[src/rtl/pwm_adc_decoder.sv]
// pwm_adc_decoder: recovers a WIDTH-bit code from the duty cycle of a
// single-bit PWM stream. Each frame is 2^WIDTH clocks long. The line is high
// for (code+1) clocks starting at frame position 0 and low for the rest.
//
// Ports:
//   clk     system clock, rising edge
//   rst     asynchronous, active-low reset
//   pwm_in  PWM line from the DAC (asynchronous to nothing, but synchronized)
//   data    last decoded code, held between updates
//   valid   one-cycle pulse when data updates
//   locked  high while frame-aligned
//   err     one-cycle pulse on a framing violation
module pwm_adc_decoder #(
  parameter int unsigned WIDTH       = 8,
  parameter int unsigned SYNC_STAGES = 2
) (
  input  logic             clk,
  input  logic             rst,
  input  logic             pwm_in,
  output logic [WIDTH-1:0] data,
  output logic             valid,
  output logic             locked,
  output logic             err
);

  localparam int unsigned HiW = WIDTH + 1;
  localparam logic [WIDTH-1:0] PosLast = '1;

  typedef enum logic {
    HUNT,
    MEASURE
  } stateE;

  stateE              state, stateNext;
  logic [SYNC_STAGES-1:0] syncReg;
  logic               sPrev;
  logic               s;
  logic               riseEdge;
  logic [WIDTH-1:0]   pos, posNext;
  logic [HiW-1:0]     hi, hiNext;
  logic [HiW-1:0]     total;
  logic [WIDTH-1:0]   dataNext;
  logic               validNext;
  logic               errNext;

  // Synchronized line sample and its rising edge.
  assign s        = syncReg[SYNC_STAGES-1];
  assign riseEdge = s & ~sPrev;

  // State, counters, synchronizer and registered outputs.
  always_ff @(posedge clk or negedge rst) begin
    if (!rst) begin
      syncReg <= '0;
      sPrev   <= 1'b0;
      state   <= HUNT;
      pos     <= '0;
      hi      <= '0;
      data    <= '0;
      valid   <= 1'b0;
      locked  <= 1'b0;
      err     <= 1'b0;
    end else begin
      syncReg <= {syncReg[SYNC_STAGES-2:0], pwm_in};
      sPrev   <= s;
      state   <= stateNext;
      pos     <= posNext;
      hi      <= hiNext;
      data    <= dataNext;
      valid   <= validNext;
      locked  <= (stateNext == MEASURE);
      err     <= errNext;
    end
  end

  // Next-state, window accounting and framing checks.
  always_comb begin
    stateNext = state;
    posNext   = pos;
    hiNext    = hi;
    dataNext  = data;
    validNext = 1'b0;
    errNext   = 1'b0;
    // Count including the final sample of the window; needs WIDTH+1 bits.
    total     = hi + HiW'(s);

    case (state)
      HUNT: begin
        // The edge cycle itself is frame position 0.
        if (riseEdge) begin
          stateNext = MEASURE;
          posNext   = WIDTH'(1);
          hiNext    = HiW'(1);
        end
      end

      MEASURE: begin
        posNext = pos + WIDTH'(1);
        hiNext  = total;
        if (riseEdge && (pos != '0)) begin
          // Edge away from position 0: realign to it and drop the partial window.
          errNext = 1'b1;
          posNext = WIDTH'(1);
          hiNext  = HiW'(1);
        end else if ((pos == '0) && !s) begin
          // A frame must start high; a full-scale code stays high with no edge.
          errNext   = 1'b1;
          stateNext = HUNT;
          posNext   = '0;
          hiNext    = '0;
        end else if (pos == PosLast) begin
          hiNext = '0;
          if (total == '0) begin
            errNext   = 1'b1;
            stateNext = HUNT;
            posNext   = '0;
          end else begin
            validNext = 1'b1;
            dataNext  = WIDTH'(total - HiW'(1));
          end
        end
      end

      default: begin
        stateNext = HUNT;
        posNext   = '0;
        hiNext    = '0;
      end
    endcase
  end

endmodule

[config.mk]
export PLATFORM = sky130hd
export DESIGN_NAME = pwm_adc_decoder
export DESIGN_NICKNAME = d
export VERILOG_FILES = /design/src/rtl/pwm_adc_decoder.sv
export SDC_FILE = /design/constraint.sdc
export NUM_CORES = 1
export LEC_CHECK = 0
export CORE_UTILIZATION = 28
export DETAILED_ROUTE_END_ITERATION = 10
export PLACE_DENSITY_LB_ADDON = 0.25
export SYNTH_ARGS = -nofsm -noshare
export SYNTH_HDL_FRONTEND = slang
export SYNTH_SLANG_ARGS = --single-unit
[constraint.sdc]
create_clock -name clk -period 3.59 [get_ports clk]
set_input_delay 0.8975 -clock clk [delete_from_list [all_inputs] [get_ports clk]]
set_output_delay 0.8975 -clock clk [all_outputs]
set_load 0.01 [all_outputs]
* Word level (Yosys, flattened, before mapping) *
Index checks and enable logic that the tools add are counted.

operators by class
  add/sub/neg operators = 3
  equality and inequality tests = 2
  mux-type cells = 26
  bitwise operators = 6
  reductions and logical operators = 7

operators with widths
  operator                                          number
  2-to-1 mux 8 bit                                  5
  2-to-1 mux 9 bit                                  4
  case mux 9 bit (2 select lines)                   1
  case mux 8 bit (2 select lines)                   1
  2-to-1 mux 1 bit                                  14
  adder 9 x 1 -> 9 bit                              1
  zero test 9 bit                                   1
  adder 8 x 1 -> 8 bit, second input constant       1
  == test 8 bit, second input constant              1
  zero test 8 bit                                   1
  nonzero test 8 bit                                1
  subtractor 8 x 1 -> 8 bit, second input constant  1
  inverter 1 bit                                    5
  AND reduction 5 bit                               1
  logical AND 1 bit                                 2
  != test 2 bit, second input constant              1
  case mux 1 bit (2 select lines)                   1
  bitwise AND 1 bit                                 1
  zero test 1 bit                                   1

storage, ports and cells
  flip-flop bits (word level) = 31
  input bits = 3
  output and inout bits = 11

* Logic depth before layout (Yosys ltp) *
  word-level depth = 7
  mapped depth = 11
  depth with buffers taken out = 10

* Worst setup path after synthesis *
No wires, ideal clock.

  path kind = register to register
  start point = register syncReg[1]
  end point = register data[0]
  data arrival time = 2448 ps
  data required time = 3465 ps
  path slack = 1017 ps
  stages on the path, launching flop included = 12
  period minus slack after synthesis = 2573 ps
  cell sequence = dfrtp_1 ha_1 ha_1 inv_1 ha_1 inv_2 or3_1 o22ai_2 nand4_1 and3_4 buf_12 mux2_4

on the way
  longest elaborated chain between the ends = 4
  elaborated cells on any way between the ends = 11
  those cells by class = 2 x add/sub; 4 x bitwise; 5 x reduce/logical

ends and longest elaborated chain
  item                                                          line  RTL
  from (decl)                                                   35    logic [SYNC_STAGES-1:0] syncReg;
  from (signal assigned)                                        63    syncReg <= {syncReg[SYNC_STAGES-2:0], pwm_in};
  branches (longest 4 deep; another with adder 9 x 1 -> 9 bit)  --
  to (signal assigned)                                          68    data <= dataNext;
  to (decl)                                                     20    output logic [WIDTH-1:0] data,

Parallel ways; which one is timed is not known.
A chain may end at the register's enable or synchronous reset.

* Worst setup path in the final report *
  start point = register syncReg[1]
  end point = register pos[0]

on the way
  longest elaborated chain between the ends = 7
  elaborated cells on any way between the ends = 12
  those cells by class = 1 x add/sub; 1 x eq/ne; 5 x mux; 1 x bitwise; 4 x reduce/logical

ends and longest elaborated chain
  item                             line  RTL
  adder 9 x 1 -> 9 bit             84    total = hi + HiW'(s);
  zero test 9 bit                  112   if (total == '0) begin
  2-to-1 mux 8 bit                 112
  2-to-1 mux 8 bit                 110   end else if (pos == PosLast) begin
  2-to-1 mux 8 bit                 104   end else if ((pos == '0) && !s) begin
  2-to-1 mux 8 bit                 99    if (riseEdge && (pos != '0)) begin
  case mux 8 bit (2 select lines)  86    case (state)
  to (signal assigned)             66    pos <= posNext;
  to (decl)                        39    logic [WIDTH-1:0] pos, posNext;

Several ways; a longest one is shown, not always the timed one.

==> results.ini <==
[die]
die_x_um = 82.9
start_util = 0.290
ios = 14
die_y_um = 82.9
rows = 29
die_area_um2 = 6860
coreArea_um2 = 6310

[setup_path]
critPathKind = reg2reg
worstSetupStartpointType = register
timing.critical_path.mode_cell = ha_1
cp_max_fo = 9
cp.buffers_inverters = 2
crit_family = adder cells
required_ns = 3.73
crit_arrival_ns = 2.92
critPathSlowestCell = dfrtp_1
slowest_delay_ns = 0.48
crit_path_end_kind = register
crit_chain = ha_1 > ha_1 > inv_1 > ha_1 > inv_2 > or3_1 > o22ai_2 > nand4_1 > o2111ai_1 > o211ai_1

[drt]
ant_nets = 0
wl_um = 3930
vias = 1416
wl_per_cell_um = 14.1
drt_iter0_drc = 80
viasPerCell = 5.08
drc = 0
dr.pass1.iters = 4

[placement]
dp_hpwl_um = 2750
pre_cts_ws_ns = 0.819
placed_cells = 273
place.gp.congestion = 0.808
io_buffers = 13

[layout]
n_antenna_cell = 0
nets = 212
syn2layout_area_growth_pct = 13.7
drive_gt1_frac = 0.144
fin_cells = 279
nFillCells = 667

[power_and_ir_drop]
max-vdd-ir-drop_uv = 396
power_leakage_nw = 0.863
power_density_nw_per_um2 = 644

[timing]
final.setup.worst_slack_ns = 0.816
period_minus_slack_ns = 2.77
rsz0062_at_grt = false
clock_skew_ns = 0.00673
finalHoldViolations = 0
final.setup.tns_ns = 0
max_slew_margin = 0.429
tightest_slew_ns = 0.852
setup-violations-final = 0
timing.fmax_mhz = 360
fin_crit_sh = 0.773
slew_viol_final = 0

[clock_tree]
path_clk_slew_ns = 0.07
cts_hold_buffers = 0
cts_max_path_buffers = 2
htreeDepth = 2
post-cts-setup-buffers = 0
cts_sinks = 31
post_cts_resized = 0
insertion_delay_ns = 0.28
tritoncts = built
clockRootBuffer = clkbuf_8
numCtsBuffers = 5

[logic_synthesis]
syn_area_per_cell_um2 = 9.69
syn-num-nets = 198
postSynthRegisterBits = 31
netlist_area_um2 = 1830
synth_seq_area_share = 0.424
postSynthCellCount = 189
synth_cell_types = 39
ys_warn_count = 0

[global_route]
grt_usage = 0.125
met2_usage = 0.197
grt_pass1_wl_um = 6910
grt_use_met1 = 0.169
grt_use_met3 = 0.0298
grt-ovfl-total = 0
antenna_found_initial = 0
grt_max_degree = 32
busiest_layer = met2
grt_pass1_vias = 1420

[flow_run]
max-cap-violations = 0

[run_status]
outcome = completed

[worst_hold_path]
hold_class = reg2reg

[synthesized netlist by cell type, drive strengths merged]
| cell type | n | share of area |
|---|---|---|
| dfrtp | 31 | 0.42 |
| a31oi | 9 | 0.031 |
| nand2 | 18 | 0.037 |
| and2 | 3 | 0.010 |
| buf | 7 | 0.030 |
| or2 | 2 | 0.0068 |
| nor2 | 17 | 0.039 |
| a21oi | 6 | 0.016 |
| nor2b | 1 | 0.0034 |
| and3 | 7 | 0.028 |
| nor3b | 1 | 0.010 |
| xnor2 | 7 | 0.033 |
| inv | 9 | 0.018 |
| nor3 | 3 | 0.0082 |
| o22ai | 2 | 0.010 |
| or4 | 1 | 0.0041 |
| nand3 | 13 | 0.038 |
| nor4 | 1 | 0.012 |
| xor2 | 5 | 0.024 |
| mux2 | 7 | 0.057 |
| o21ai | 14 | 0.038 |
| o2111ai | 1 | 0.0048 |
| ha | 6 | 0.041 |
| o211ai | 3 | 0.012 |
| or3 | 2 | 0.0068 |
| a32oi | 1 | 0.0048 |
| a311o | 1 | 0.0062 |
| o31ai | 4 | 0.016 |
| nand4 | 5 | 0.017 |
| mux2i | 2 | 0.011 |
[cell families after synthesis]
family | share of synthesized area
AO/OA/AOI/OAI | 0.140
XOR/XNOR | 0.0574
adder cells (fa/ha/maj) | 0.0410
AND/OR/NAND/NOR | 0.221
multiplexers | 0.0684
buffers and inverters | 0.0485
flip-flops | 0.424
[final timing paths]
path	start	to	slack, ns	cells after the start
min	syncReg[0]	syncReg[1]	0.35	0
min reg2reg	syncReg[0]	syncReg[1]	0.35	0
min in group asynchronous	rst	data[4]	1.03	2
max reg2reg	syncReg[1]	pos[0]	0.82	10
max	syncReg[1]	pos[0]	0.82	10
max in group asynchronous	rst	data[0]	2.27	2
[power by group]
group,internal (W),total (W),switching [W]
sequential,0.000402,0.000480,0.0000782
combinational,0.000250,0.000607,0.000356
clock,0.000129,0.000254,0.000125
total,0.000781,0.00134,0.000559
[final cells by class]
type	count	area, um2	share of cell area
timing repair buffer	14	138	0.0661
sequential	31	776	0.373
inverter	9	33.8	0.0162
multi-input combinational	142	966	0.464
clock buffer	6	72.6	0.0349
tap	77	96.3	0.0463
[placed cells by master, fill, tap and decap left out, types with 4 or more instances in the layout]
master / synthesis / routed
nand2_1: 18 / 18
nor2_1: 14 / 14
nand4_1: 5 / 5
xor2_1: 5 / 5
a21oi_1: 6 / 6
inv_1: 6 / 6
nand3_1: 12 / 12
dfrtp_1: 31 / 31
clkbuf_8: 0 / 5
a31oi_1: 9 / 9
mux2_4: 7 / 7
ha_1: 6 / 6
o31ai_1: 4 / 4
clkdlybuf4s50_1: 0 / 13
and3_1: 4 / 4
xnor2_1: 7 / 7
o21ai_0: 12 / 12
[worst register-to-register path, cell delays in order (launching register included)]
cell       delay (ns)
dfrtp_1          0.48
ha_1             0.24
ha_1             0.30
inv_1            0.08
ha_1             0.26
inv_2            0.06
or3_1            0.32
o22ai_2          0.16
nand4_1          0.37
o2111ai_1        0.26
o211ai_1         0.11
[flip-flops by register name (all words and copies together) (netlist names)]
name,count
hi,9
data,8
pos,8
syncReg,2
err,1
sPrev,1
state,1
valid,1
[metal layers]
metal  routed length [um]  vias to the layer above
met5                    0                        -
met2                 1780                       29
met1                 1950                      679
met4                   42                        0
li1                     -                      703
met3                  158                        5
[per-stage QoR]
| stage | hold slack [ns] | utilization | total power [W] | area [um2] |
|---|---|---|---|---|
| floorplan | 0.331 | - | 0.000953 | 1830 |
| finish | 0.347 | 0.330 | 0.00134 | 2080 |
| global placement | 0.333 | 0.318 | 0.00110 | 2010 |
| detailed placement | 0.336 | 0.318 | 0.00110 | 2010 |
| global route | 0.352 | 0.330 | 0.00146 | 2080 |
| CTS | 0.350 | 0.330 | 0.00136 | 2080 |
No activity file was read; power rests on OpenSTA's default activity.
